## config.mk

```make
export PLATFORM = sky130hd
export DESIGN_NAME = eq_pair_gen_flat
export DESIGN_NICKNAME = d
export VERILOG_FILES = /design/src/rtl/eq_pair_gen_if.sv /design/src/rtl/eq_pair_gen.sv /design/src/flat_wrapper.sv
export SDC_FILE = /design/constraint.sdc
export NUM_CORES = 1
export LEC_CHECK = 0
export ABC_AREA = 1
export BUFFER_PORTS_ARGS = -buffer_cell sky130_fd_sc_hd__buf_2
export CORE_MARGIN = 2
export CORE_UTILIZATION = 45
export CTS_CLUSTER_DIAMETER = 50
export DETAILED_ROUTE_END_ITERATION = 7
export GPL_TIMING_DRIVEN = 0
export PLACE_DENSITY = 0.68
export SKIP_LAST_GASP = 1
export SYNTH_ARGS = -nofsm -noshare
export SYNTH_HDL_FRONTEND = slang
export SYNTH_SLANG_ARGS = --single-unit
```

## constraint.sdc

```tcl
create_clock -name Clk -period 1.6 [get_ports Clk]
set_clock_uncertainty 0.05 [all_clocks]
set_input_delay 0.32 -clock Clk [delete_from_list [all_inputs] [get_ports Clk]]
set_output_delay 0.32 -clock Clk [all_outputs]
set_load 0.005 [all_outputs]
```

## src/rtl/eq_pair_gen_if.sv

```systemverilog
// Pair-stream bus between a host and the equal-pair stimulus generator.
// The master side issues requests; the slave side (the generator) drives the stream.
interface eq_pair_gen_if #(
    parameter int LEN_W  = 5,
    parameter int DATA_W = 16
);
    logic              start;
    logic [LEN_W-1:0]  run_len;
    logic [DATA_W-1:0] pattern;
    logic              busy;
    logic              a;
    logic              b;
    logic              valid;
    logic              z_exp;
    logic              done;

    modport master (
        output start, run_len, pattern,
        input  busy, a, b, valid, z_exp, done
    );

    modport slave (
        input  start, run_len, pattern,
        output busy, a, b, valid, z_exp, done
    );
endinterface

```

## src/rtl/eq_pair_gen.sv

```systemverilog
// Emits a run of matching (a,b) pairs followed by one break pair, together
// with the registered response an equal-pair run detector should produce.
module eq_pair_gen #(
    parameter int LEN_W  = 5,
    parameter int DATA_W = 16,
    parameter int THRESH = 4
) (
    input  logic        Clk,
    input  logic        Rst,
    eq_pair_gen_if.slave bus
);
    localparam int MC_W = $clog2(THRESH + 1);

    typedef enum logic [1:0] {IDLE, RUN, BREAK, DONE} state_t;

    state_t            state, state_d;
    logic [LEN_W-1:0]  cnt, cnt_d;
    logic [DATA_W-1:0] shreg, shreg_d;
    logic [MC_W-1:0]   mcnt, mcnt_d;
    logic              busy_q, a_q, b_q, valid_q, z_q, done_q;
    logic              busy_d, a_d, b_d, valid_d, z_d, done_d;

    // The state register names the pair currently on the outputs, so cnt
    // holds the pairs still to come after the one being shown.
    always_comb begin
        state_d = state;
        cnt_d   = cnt;
        shreg_d = shreg;
        busy_d  = 1'b0;
        a_d     = 1'b0;
        b_d     = 1'b0;
        valid_d = 1'b0;
        done_d  = 1'b0;

        if (valid_q && (a_q == b_q))
            mcnt_d = (mcnt == MC_W'(THRESH)) ? mcnt : mcnt + MC_W'(1);
        else
            mcnt_d = '0;
        z_d = (mcnt_d == MC_W'(THRESH));

        case (state)
            IDLE: begin
                if (bus.start) begin
                    mcnt_d  = '0;
                    z_d     = 1'b0;
                    busy_d  = 1'b1;
                    valid_d = 1'b1;
                    if (bus.run_len != '0) begin
                        state_d = RUN;
                        a_d     = bus.pattern[0];
                        b_d     = bus.pattern[0];
                        shreg_d = {bus.pattern[0], bus.pattern[DATA_W-1:1]};
                        cnt_d   = bus.run_len - LEN_W'(1);
                    end else begin
                        state_d = BREAK;
                        a_d     = 1'b1;
                        shreg_d = bus.pattern;
                        cnt_d   = '0;
                    end
                end
            end
            RUN: begin
                busy_d  = 1'b1;
                valid_d = 1'b1;
                if (cnt != '0) begin
                    a_d     = shreg[0];
                    b_d     = shreg[0];
                    shreg_d = {shreg[0], shreg[DATA_W-1:1]};
                    cnt_d   = cnt - LEN_W'(1);
                end else begin
                    state_d = BREAK;
                    a_d     = 1'b1;
                end
            end
            BREAK: begin
                state_d = DONE;
                done_d  = 1'b1;
            end
            DONE: begin
                state_d = IDLE;
                mcnt_d  = '0;
                z_d     = 1'b0;
            end
            default: state_d = IDLE;
        endcase
    end

    always_ff @(posedge Clk or posedge Rst) begin
        if (Rst) begin
            state   <= IDLE;
            cnt     <= '0;
            shreg   <= '0;
            mcnt    <= '0;
            busy_q  <= 1'b0;
            a_q     <= 1'b0;
            b_q     <= 1'b0;
            valid_q <= 1'b0;
            z_q     <= 1'b0;
            done_q  <= 1'b0;
        end else begin
            state   <= state_d;
            cnt     <= cnt_d;
            shreg   <= shreg_d;
            mcnt    <= mcnt_d;
            busy_q  <= busy_d;
            a_q     <= a_d;
            b_q     <= b_d;
            valid_q <= valid_d;
            z_q     <= z_d;
            done_q  <= done_d;
        end
    end

    assign bus.busy  = busy_q;
    assign bus.a     = a_q;
    assign bus.b     = b_q;
    assign bus.valid = valid_q;
    assign bus.z_exp = z_q;
    assign bus.done  = done_q;
endmodule

```

## src/flat_wrapper.sv

```systemverilog
// flat-port wrapper written by rule: the top's interface ports become plain ports
module eq_pair_gen_flat 
#(
    parameter int LEN_W  = 5,
    parameter int DATA_W = 16,
    parameter int THRESH = 4
)
  (Clk, Rst, bus_start, bus_run_len, bus_pattern, bus_busy, bus_a, bus_b, bus_valid, bus_z_exp, bus_done);
  eq_pair_gen_if #(.LEN_W(LEN_W), .DATA_W(DATA_W)) bus_i ();
  input  logic Clk;
  input  logic Rst;
  input wire logic [$bits(bus_i.start)-1:0] bus_start;
  input wire logic [$bits(bus_i.run_len)-1:0] bus_run_len;
  input wire logic [$bits(bus_i.pattern)-1:0] bus_pattern;
  output wire logic [$bits(bus_i.busy)-1:0] bus_busy;
  output wire logic [$bits(bus_i.a)-1:0] bus_a;
  output wire logic [$bits(bus_i.b)-1:0] bus_b;
  output wire logic [$bits(bus_i.valid)-1:0] bus_valid;
  output wire logic [$bits(bus_i.z_exp)-1:0] bus_z_exp;
  output wire logic [$bits(bus_i.done)-1:0] bus_done;
  assign bus_i.start = bus_start;
  assign bus_i.run_len = bus_run_len;
  assign bus_i.pattern = bus_pattern;
  assign bus_busy = bus_i.busy;
  assign bus_a = bus_i.a;
  assign bus_b = bus_i.b;
  assign bus_valid = bus_i.valid;
  assign bus_z_exp = bus_i.z_exp;
  assign bus_done = bus_i.done;
  eq_pair_gen #(.LEN_W(LEN_W), .DATA_W(DATA_W), .THRESH(THRESH)) u_core (.Clk(Clk), .Rst(Rst), .bus(bus_i));
endmodule
```

Word-level counts from Yosys, hierarchy flattened
Cells that the tools add are included.
{"block": "classes", "addsub": 3, "n_eq_ne": 9, "mux": 29, "n_reduce_logical": 7}
{"operator": "$mux 16", "count": 3}
{"operator": "$pmux 16 s2", "count": 1}
{"operator": "$mux 5", "count": 3}
{"operator": "$pmux 5 s2", "count": 1}
{"operator": "$reduce_bool 5->1", "count": 2}
{"operator": "$sub 5x1->5 const B", "count": 2}
{"operator": "$mux 1", "count": 9}
{"operator": "$mux 3", "count": 3}
{"operator": "$pmux 1 s2", "count": 4}
{"operator": "$pmux 2 s4", "count": 1}
{"operator": "$eq 3x3->1 const B", "count": 2}
{"operator": "$mux 2", "count": 3}
{"operator": "$pmux 3 s2", "count": 1}
{"operator": "$eq 2x2->1 const B", "count": 2}
{"operator": "$ne 2x2->1 const B", "count": 2}
{"operator": "$add 3x1->3 const B", "count": 1}
{"operator": "$reduce_and 3->1", "count": 1}
{"operator": "$eq 2x1->1 const B", "count": 1}
{"operator": "$logic_not 2->1", "count": 1}
{"operator": "$ne 2x1->1 const B", "count": 1}
{"operator": "$reduce_and 2->1", "count": 1}
{"operator": "$reduce_bool 2->1", "count": 1}
{"operator": "$eq 1x1->1", "count": 1}
{"operator": "$logic_and 1x1->1", "count": 1}
{"block": "totals", "ff_bits": 31, "output_inout_bits": 6, "wordCells": 57}

Depth between registers and ports, before layout
Gate-level depths: netlist of the first run.
{"block": "logic_depth", "word_depth": 6, "mapped_depth": 10, "ltp_nobuf": 9}

Least setup slack after synthesis of the first run
No wires, ideal clock.
{"block": "synth_path", "path_type": "reg2reg", "start": "register u_core.state[0]", "end": "register u_core.shreg[12]", "required_time_ns": 1.434, "arrival_time_ns": 1.290, "setup_time_ns": 0.116, "stages_incl_launch_ff": 11, "period_less_slack_ns": 1.457, "setup_slack_ns": 0.143, "cell_sequence": "dfrtp_1 > inv_1 > ha_1 > inv_2 > nor2_4 > a21oi_4 > nand2_4 > buf_6 > nor2_2 > nand2_1 > nand2_1"}
{"block": "synth_via", "elab_chain_len": 3, "elab_cells_between_ends": 7}
{"item": "from (decl)", "line_no": "eq_pair_gen.sv:16", "text": "state_t state, state_d;"}
{"item": "from (signal assigned)", "line_no": "eq_pair_gen.sv:101", "text": "state <= state_d;"}
{"item": "$eq 2x1->1 or $logic_not 2->1 (tied branches)", "line_no": "eq_pair_gen.sv:41", "text": "case (state)"}
{"item": "$ne 2x1->1 (no source line) (tied with other cells)"}
{"item": "$reduce_and 3->1 (no source line)"}
{"item": "to (signal assigned)", "line_no": "eq_pair_gen.sv:103", "text": "shreg <= shreg_d;"}
{"item": "to (decl)", "line_no": "eq_pair_gen.sv:18", "text": "logic [DATA_W-1:0] shreg, shreg_d;"}
Several ways; a longest one is shown, not always the timed one.
A chain may end at the register's enable or synchronous reset.

Worst setup path in the final report of the first run
{"block": "layout_path", "start": "register u_core.state[0]", "end": "register u_core.shreg[3]"}
The elaborated chain is that of the path after synthesis.

==> results.txt, run 1 <==
----------------------------------------------------
[Synth]
  Post-Synth Simple-Gate Area ... 0.4233
  Count of flip-flops with a built-in enable after synthesis ... 0
  Primary FF master, synth ... dfrtp_1
  Average cell area after synthesis ... 7.001 sq um
  Top-area cell type share of the netlist area ... 0.3929
  Most used standard cell by instance count after synthesis ... nand2_1
  Synthesized-area fraction occupied by xor and xnor cells ... 0.01331
  Share of synthesized registers carrying an async set or reset ... 1.000
  Warnings, synthesis ... 0
  Fraction of the mapped netlist area in compound gates ... 0.03739
  Distinct cell type count after synthesis ... 26
  Post-synthesis mux area share ... 0
  Syn Inst Count ... 282
  Most used standard cells in the synthesized netlist ... nand2_1, nor2_1, dfrtp_1
  Largest family of logic cells by synthesized area ... simple AND/OR/NAND/NOR gates
  Cell type with the highest aggregate area in the netlist ... dfrtp_1
  Post-synthesis adder-cell area fraction ... 0.04436
  Cell area after technology mapping ... 1974 sq um
  Number of register bits inferred by synthesis ... 31
  Sequential area share after synthesis ... 0.3929
  Post-Syn Nets ... 313
  Largest cells by area after synthesis ... dfrtp_1, nand2_1, nand3_1

[STA]
  Final hold violations ... 9
  Total negative setup slack ... -0.001047 ns
  Transition time at the pin with the least slew margin ... 0.4591 ns
  Unrepaired setup endpoints after global routing ... true
  PnR worst setup slack ... -0.001047 ns
  Peak clock frequency supported by timing ... 624.6 MHz
  Hold slack final ... -0.02511 ns
  Final worst path period need ... 1.601 ns
  Final setup violation count ... 1
  Final number of max-transition violations ... 0
  Slew headroom ... 0.6936
  Share of the clock period used by the worst path ... 1.001

[Status]
  Outcome ... complete, but fails checks
  Violated checks ... hold timing, setup timing

[Floorplan]
  Core box area ... 4294 sq um
  Initial Utilization ... 0.4598
  Number of ports placed on the die boundary ... 30
  Area of the die ... 4934 sq um
  Floorplan row count ... 24
  Die outline height ... 70.24 um
  Die Span X ... 70.24 um

[Power]
  Leakage power summed over all cells ... 1.374 nW
  Power per cell area ... 2045 nW/um^2
  VDD IR max ... 0.9559 mV

[Setup path]
  Worst endpoint data arrival time ... 1.78 ns
  CP max stage delay ... 0.42 ns
  Maximum net fanout on the critical path ... 5
  Crit path depth ... 10
  Count of cells along the worst register-to-register path ... 10
  Required arrival time at the worst endpoint ... 1.77 ns
  Critical Path, Cell by Cell ... inv_1 -> ha_4 -> inv_4 -> nor2_4 -> a21oi_4 -> nand2_4 -> clkbuf_16 -> nor2_2 -> nand2_1 -> nand2_1
  Critical path buffers and inverters ... 3
  Standard cell with the maximum stage delay on the critical path ... dfrtp_1
  Critical path endpoint category ... flip-flop
  CP delay by family, top ... flip-flops
  Cell repeated most along the worst path ... nand2_1
  WS Path Type ... flip-flop to flip-flop
  Kind of start point of the critical path ... flip-flop

[Clock network]
  Count of hold-fix buffers inserted at cts ... 0
  Register clock-pin slew on the reported worst setup and hold paths ... 0.07 ns
  Clock latency of the later-clocked register in the worst-skew pair ... 0.29 ns
  TritonCTS buffer count ... 5
  Clock tree from TritonCTS ... yes
  Clock tree buffer depth ... 2
  Number of clock sinks ... 31
  H-tree Lvls ... 2
  Clock Tree Root ... clkbuf_8

[Global route]
  Largest net degree at the start of global routing ... 32
  GR Overflow Total ... 0
  Via count of the first global-routing pass ... 1839
  Global-route wire length before repair ... 7810 um
  Number of antenna violations at the first check in global routing ... 0
  Overall fraction of global-route tracks in use ... 0.1980

[Detailed routing]
  Pre-Repair DR Iteration Count ... 4
  Post-route antenna net violation count ... 0
  First-iteration detailed-routing DRC count ... 72
  Total routed wirelength ... 4406 um
  Vias after detailed routing ... 1856
  Average wire length per cell after detail routing ... 11.53 um
  Remaining design rule violation count ... 0
  Detail-routed via count per cell ... 4.859

[Min path]
  Type of the worst min-delay path ... primary input to async pin

[Layout]
  Number of cells in the finished layout apart from fillers ... 382
  Count of antenna diodes in the layout ... 0
  Share of post-route cells with drive strength above 1 ... 0.2606
  Area growth syn-to-layout ... 26.87%
  Final nets ... 360
  Number of inserted filler cells in the final layout ... 423

[Place]
  Number of cells after detailed placement ... 363
  GPL Wtd Cong ... 0.7747
  Count of buffers inserted at the top-level ports ... 29
  DP HPWL ... 3093 um

[Job]
  # Max-Cap Violations ... 0

----------------------------------------------------
==> timing repair <==
action	4_1_cts	5_1_grt
buffers inserted	4	4
endpoints found under the setup margin	20	22
cloned	0	2
resized for setup	3	18
pin swaps	1	7
==> sequential cells by signal, indices dropped and copies added, names as in the netlist <==
signal / cells
u_core.bus.a: 1
u_core.bus.b: 1
u_core.bus.busy: 1
u_core.bus.done: 1
u_core.bus.z_exp: 1
u_core.cnt: 5
u_core.mcnt: 3
u_core.shreg: 16
u_core.state: 2
==> final cells by class <==
cell class,instances,area [sq um],share of cell area
Multi-Input combinational cell,216,1082,0.4321
Clock inverter,2,35.03,0.01399
Buffer,10,92.59,0.03696
Tap cell,52,65.06,0.02597
Sequential cell,31,775.7,0.3097
Inverter,26,102.6,0.04096
Clock buffer,6,82.58,0.03297
Timing Repair Buffer,39,269.0,0.1074
==> path summary, 6_finish.rpt <==
| check | end | slack (ns) | from |
|---|---|---|---|
| worst min register to register | u_core.shreg[6] | 0.43 | u_core.shreg[6] |
| worst max-delay path | u_core.shreg[3] | -0.001 | u_core.state[0] |
| worst max register to register | u_core.shreg[3] | -0.001 | u_core.state[0] |
| max in group asynchronous | u_core.shreg[13] | 1.05 | Rst |
| worst min-delay path | u_core.state[0] | -0.03 | Rst |
| min in group Clk | u_core.bus.b | 0.28 | bus_pattern[0] |
==> power by group <==
part           internal, W  total [W]  switching, W  leakage (nW)
sequential         0.00115    0.00138      0.000228         0.388
clock             0.000504   0.000814      0.000311        0.0612
combinational      0.00131    0.00293       0.00162         0.924
total              0.00297    0.00512       0.00216          1.37
==> worst reg2reg max path, stage by stage, from the launching register on <==
cell	delay, ns
dfrtp_1	0.42
inv_1	0.11
ha_4	0.19
inv_4	0.08
nor2_4	0.05
a21oi_4	0.16
nand2_4	0.12
clkbuf_16	0.18
nor2_2	0.07
nand2_1	0.05
nand2_1	0.05
==> layout by cell type (no fill, tap or decap), drive strengths merged, types with 2 or more instances in the layout <==
| cell type | n |
|---|---|
| o21ai | 7 |
| ha | 7 |
| xnor2 | 2 |
| nand4 | 2 |
| nand2 | 121 |
| nand3 | 27 |
| nor2 | 44 |
| dfrtp | 31 |
| buf | 47 |
| inv | 26 |
| clkbuf | 8 |
==> metrics by stage <==
stage	total power, W	cell area (sq um)	util	worst slack [ns]
6_report	0.005124	2505	0.5833	-0.001047
5_1_grt	0.005632	2505	0.5833	-0.08815
4_1_cts	0.004687	2340	0.5449	0.006275
3_5_place_dp	0.003727	2185	0.5087	-0.09007
3_3_place_gp	0.003664	2185	0.5087	-0.05580
2_1_floorplan	0.003183	1974	-	0.1434
==> metal layers <==
layer	vias to the layer above	GRT usage	wire length (um)
li1	960	-	-
met1	845	0.2419	1975
met2	41	0.3312	2114
met3	10	0.05195	221
met4	0	0.07906	95
met5	-	0	0
==> logic make-up (layout without fill, tap and decap cells) <==
kind of cell | after synthesis | in the layout
AND/OR/NAND/NOR | 194 | 195
buffers and inverters | 36 | 83
flip-flops | 31 | 31
AO/OA/AOI/OAI | 11 | 11
adder cells (fa/ha/maj) | 7 | 7
XOR/XNOR | 3 | 3
No activity file was read; power rests on OpenSTA's default activity.
==> run 2: changes to the inputs <==
--- a/config.mk
+++ b/config.mk
@@ -13,6 +13,7 @@
 export DETAILED_ROUTE_END_ITERATION = 7
 export GPL_TIMING_DRIVEN = 0
 export PLACE_DENSITY = 0.68
+export SETUP_SLACK_MARGIN = 0.1
 export SKIP_LAST_GASP = 1
 export SYNTH_ARGS = -nofsm -noshare
 export SYNTH_HDL_FRONTEND = slang
==> run 2 against run 1 <==
The flow finishes with violations (hold timing); sequential power about the same; total power down 1.3%; global-route usage up 0.55 points; critical path depth unchanged; flip-flop and latch count unchanged; fmax up 4.2%; combinational power down 2%; utilization down 0.32 points; clock power about the same; largest power group unchanged.
==> results.txt, run 2 (synthesized netlist as in run 1, its figures left out) <==
----------------------------------------------------
[Floorplan]
  Number of ports placed on the die boundary ... 30 (unchanged)
  Die outline height ... 70.24 um (unchanged)
  Floorplan row count ... 24 (unchanged)
  Core box area ... 4294 sq um (unchanged)
  Initial Utilization ... 0.4598 (unchanged)
  Die Span X ... 70.24 um (unchanged)
  Area of the die ... 4934 sq um (unchanged)

[Global route]
  Global-route wire length before repair ... 7983 um (was 7810 um)
  Overall fraction of global-route tracks in use ... 0.2035 (was 0.1980)
  GR Overflow Total ... 0 (unchanged)
  Largest net degree at the start of global routing ... 32 (unchanged)
  Via count of the first global-routing pass ... 1848 (was 1839)
  Number of antenna violations at the first check in global routing ... 0 (unchanged)

[Clock network]
  Clock tree from TritonCTS ... yes (unchanged)
  Count of hold-fix buffers inserted at cts ... 0 (unchanged)
  Clock tree buffer depth ... 2 (unchanged)
  TritonCTS buffer count ... 5 (unchanged)
  H-tree Lvls ... 2 (unchanged)
  Register clock-pin slew on the reported worst setup and hold paths ... 0.07 ns (about the same)
  Clock latency of the later-clocked register in the worst-skew pair ... 0.29 ns (about the same)
  Number of clock sinks ... 31 (unchanged)
  Clock Tree Root ... clkbuf_8 (unchanged)

[Setup path]
  Required arrival time at the worst endpoint ... 1.78 ns (was 1.77 ns)
  Maximum net fanout on the critical path ... 10 (was 5)
  Standard cell with the maximum stage delay on the critical path ... dfrtp_1 (unchanged)
  Kind of start point of the critical path ... flip-flop (unchanged)
  Critical Path, Cell by Cell ... inv_2 -> ha_4 -> buf_8 -> inv_8 -> a21oi_4 -> nand2_4 -> buf_12 -> nor2_2 -> nand2_1 -> nand2_1 (was inv_1 -> ha_4 -> inv_4 -> nor2_4 -> a21oi_4 -> nand2_4 -> clkbuf_16 -> nor2_2 -> nand2_1 -> nand2_1)
  Critical path endpoint category ... flip-flop (unchanged)
  Critical path buffers and inverters ... 4 (was 3)
  Worst r2r dst ... u_core.shreg[2] (was u_core.shreg[3])
  CP max stage delay ... 0.39 ns (was 0.42 ns)
  WS Path Type ... flip-flop to flip-flop (unchanged)
  CP delay by family, top ... buffers and inverters (was flip-flops)
  Setup slack of the most critical reg-to-reg path ... 0.06 ns (was -0.001 ns)
  Cell repeated most along the worst path ... nand2_1 (unchanged)
  Origin of the critical flop-to-flop path ... u_core.state[1] (was u_core.state[0])
  Worst endpoint data arrival time ... 1.71 ns (was 1.78 ns)
  Count of cells along the worst register-to-register path ... 10 (unchanged)

[STA]
  Share of the clock period used by the worst path ... 0.9607 (was 1.001)
  Peak clock frequency supported by timing ... 650.6 MHz (was 624.6 MHz)
  Final worst path period need ... 1.537 ns (was 1.601 ns)
  Final hold violations ... 9 (unchanged)
  Final setup violation count ... 0 (was 1)
  PnR worst setup slack ... 0.06286 ns (was -0.001047 ns)
  Transition time at the pin with the least slew margin ... 0.4657 ns (was 0.4591 ns)
  Final number of max-transition violations ... 0 (unchanged)
  Slew headroom ... 0.6892 (was 0.6936)
  Unrepaired setup endpoints after global routing ... true (unchanged)
  Hold slack final ... -0.02399 ns (was -0.02511 ns)
  Total negative setup slack ... 0 ns (was -0.001047 ns)

[Job]
  # Max-Cap Violations ... 0 (unchanged)

[Power]
  Power per cell area ... 2030 nW/um^2 (was 2045 nW/um^2)
  Leakage power summed over all cells ... 1.364 nW (was 1.374 nW)
  VDD IR max ... 1.003 mV (was 0.9559 mV)

[Detailed routing]
  Post-route antenna net violation count ... 0 (unchanged)
  Total routed wirelength ... 4415 um (was 4406 um)
  Vias after detailed routing ... 1860 (was 1856)
  Remaining design rule violation count ... 0 (unchanged)
  Average wire length per cell after detail routing ... 11.56 um (was 11.53 um)
  Pre-Repair DR Iteration Count ... 4 (unchanged)
  First-iteration detailed-routing DRC count ... 71 (was 72)
  Detail-routed via count per cell ... 4.869 (was 4.859)

[Place]
  Placed Area ... 2185 sq um (unchanged)
  Count of buffers inserted at the top-level ports ... 29 (unchanged)
  Worst setup slack before clock tree synthesis ... -0.09007 ns (unchanged)
  DP HPWL ... 3093 um (unchanged)
  GPL Wtd Cong ... 0.7747 (unchanged)

[Layout]
  Register with the highest flop count ... u_core.shreg (unchanged)
  Leading cell type in the layout, fill and taps excluded ... nand2_1 (unchanged)
  Final nets ... 360 (unchanged)
  Area growth syn-to-layout ... 26.17% (was 26.87%)
  Most frequent cells in the layout ... nand2_1, buf_2, dfrtp_1, nor2_1, nand3_1 (unchanged)
  Share of post-route cells with drive strength above 1 ... 0.2636 (was 0.2606)
  Fin area ... 2491 sq um (was 2505 sq um)
  Registers with the highest flip-flop counts ... u_core.shreg x16, u_core.cnt x5, u_core.mcnt x3 (unchanged)
  Count of antenna diodes in the layout ... 0 (unchanged)
  Number of flip-flops under the largest register name ... 16 (unchanged)
  Number of inserted filler cells in the final layout ... 426 (was 423)

[Status]
  Outcome ... complete, but fails checks (unchanged)
  Violated checks ... hold timing (was hold timing, setup timing)

[Min path]
  Type of the worst min-delay path ... primary input to async pin (unchanged)

----------------------------------------------------
run 2: worst max path at each step:
stage                         start                to  slack (ns)  cells past startpoint
CTS                 u_core.state[1]   u_core.shreg[0]        0.05                     10
global route        u_core.state[1]   u_core.shreg[4]       -0.05                     10
floorplan           u_core.state[0]  u_core.shreg[12]        0.14                     10
finish              u_core.state[1]   u_core.shreg[2]        0.06                     10
global placement    u_core.state[0]  u_core.shreg[13]       -0.06                      7
detailed placement  u_core.state[0]  u_core.shreg[13]       -0.09                      7
run 2: per-layer routing:
metal	up-vias	global-route usage	wire [um]
met5	-	0	0
met4	0	0.08547	99
met3	10	0.05051	211
met2	39	0.3365	2105
met1	844	0.2521	1997
li1	967	-	-
run 2: stage by stage:
| stage | instances | power [W] | util |
|---|---|---|---|
| after CTS | 379 | 0.004901 | 0.5603 |
| after global routing | 382 | 0.005562 | 0.5801 |
| final | 382 | 0.005058 | 0.5801 |
| after detailed placement | 363 | 0.003727 | 0.5087 |
| after floorplan | 282 | 0.003183 | - |
| after global placement | 363 | 0.003664 | 0.5087 |
run 2: worst register-to-register path: stages (launching register included):
cell and delay [ns]:
dfrtp_1 0.39, inv_2 0.10, ha_4 0.14, buf_8 0.12, inv_8 0.05, a21oi_4 0.16, nand2_4 0.11, buf_12 0.17
nor2_2 0.07, nand2_1 0.06, nand2_1 0.05
run 2: power by group:
group,internal (W),switching [W]
clock,0.000504,0.000313
combinational,0.00124,0.00162
sequential,0.00115,0.000230
run 2: what timing repair did:
action | CTS | global route
gates resized for setup | 14 | 10
gates cloned | 2 | 0
setup endpoints to repair | 23 | 23
buffers inserted | 6 | 2
pin swaps | 2 | 5
run 2: cell type report:
cell class	count	area, sq um	area share
Inverter	26	107.6	0.04319
Tap cell	52	65.06	0.02612
Clock inverter	2	35.03	0.01406
Clock buffer	6	82.58	0.03315
Sequential cell	31	777.0	0.3119
Buffer	10	98.84	0.03968
Multi-Input combinational cell	216	1084	0.4350
Timing Repair Buffer	39	241.5	0.09694
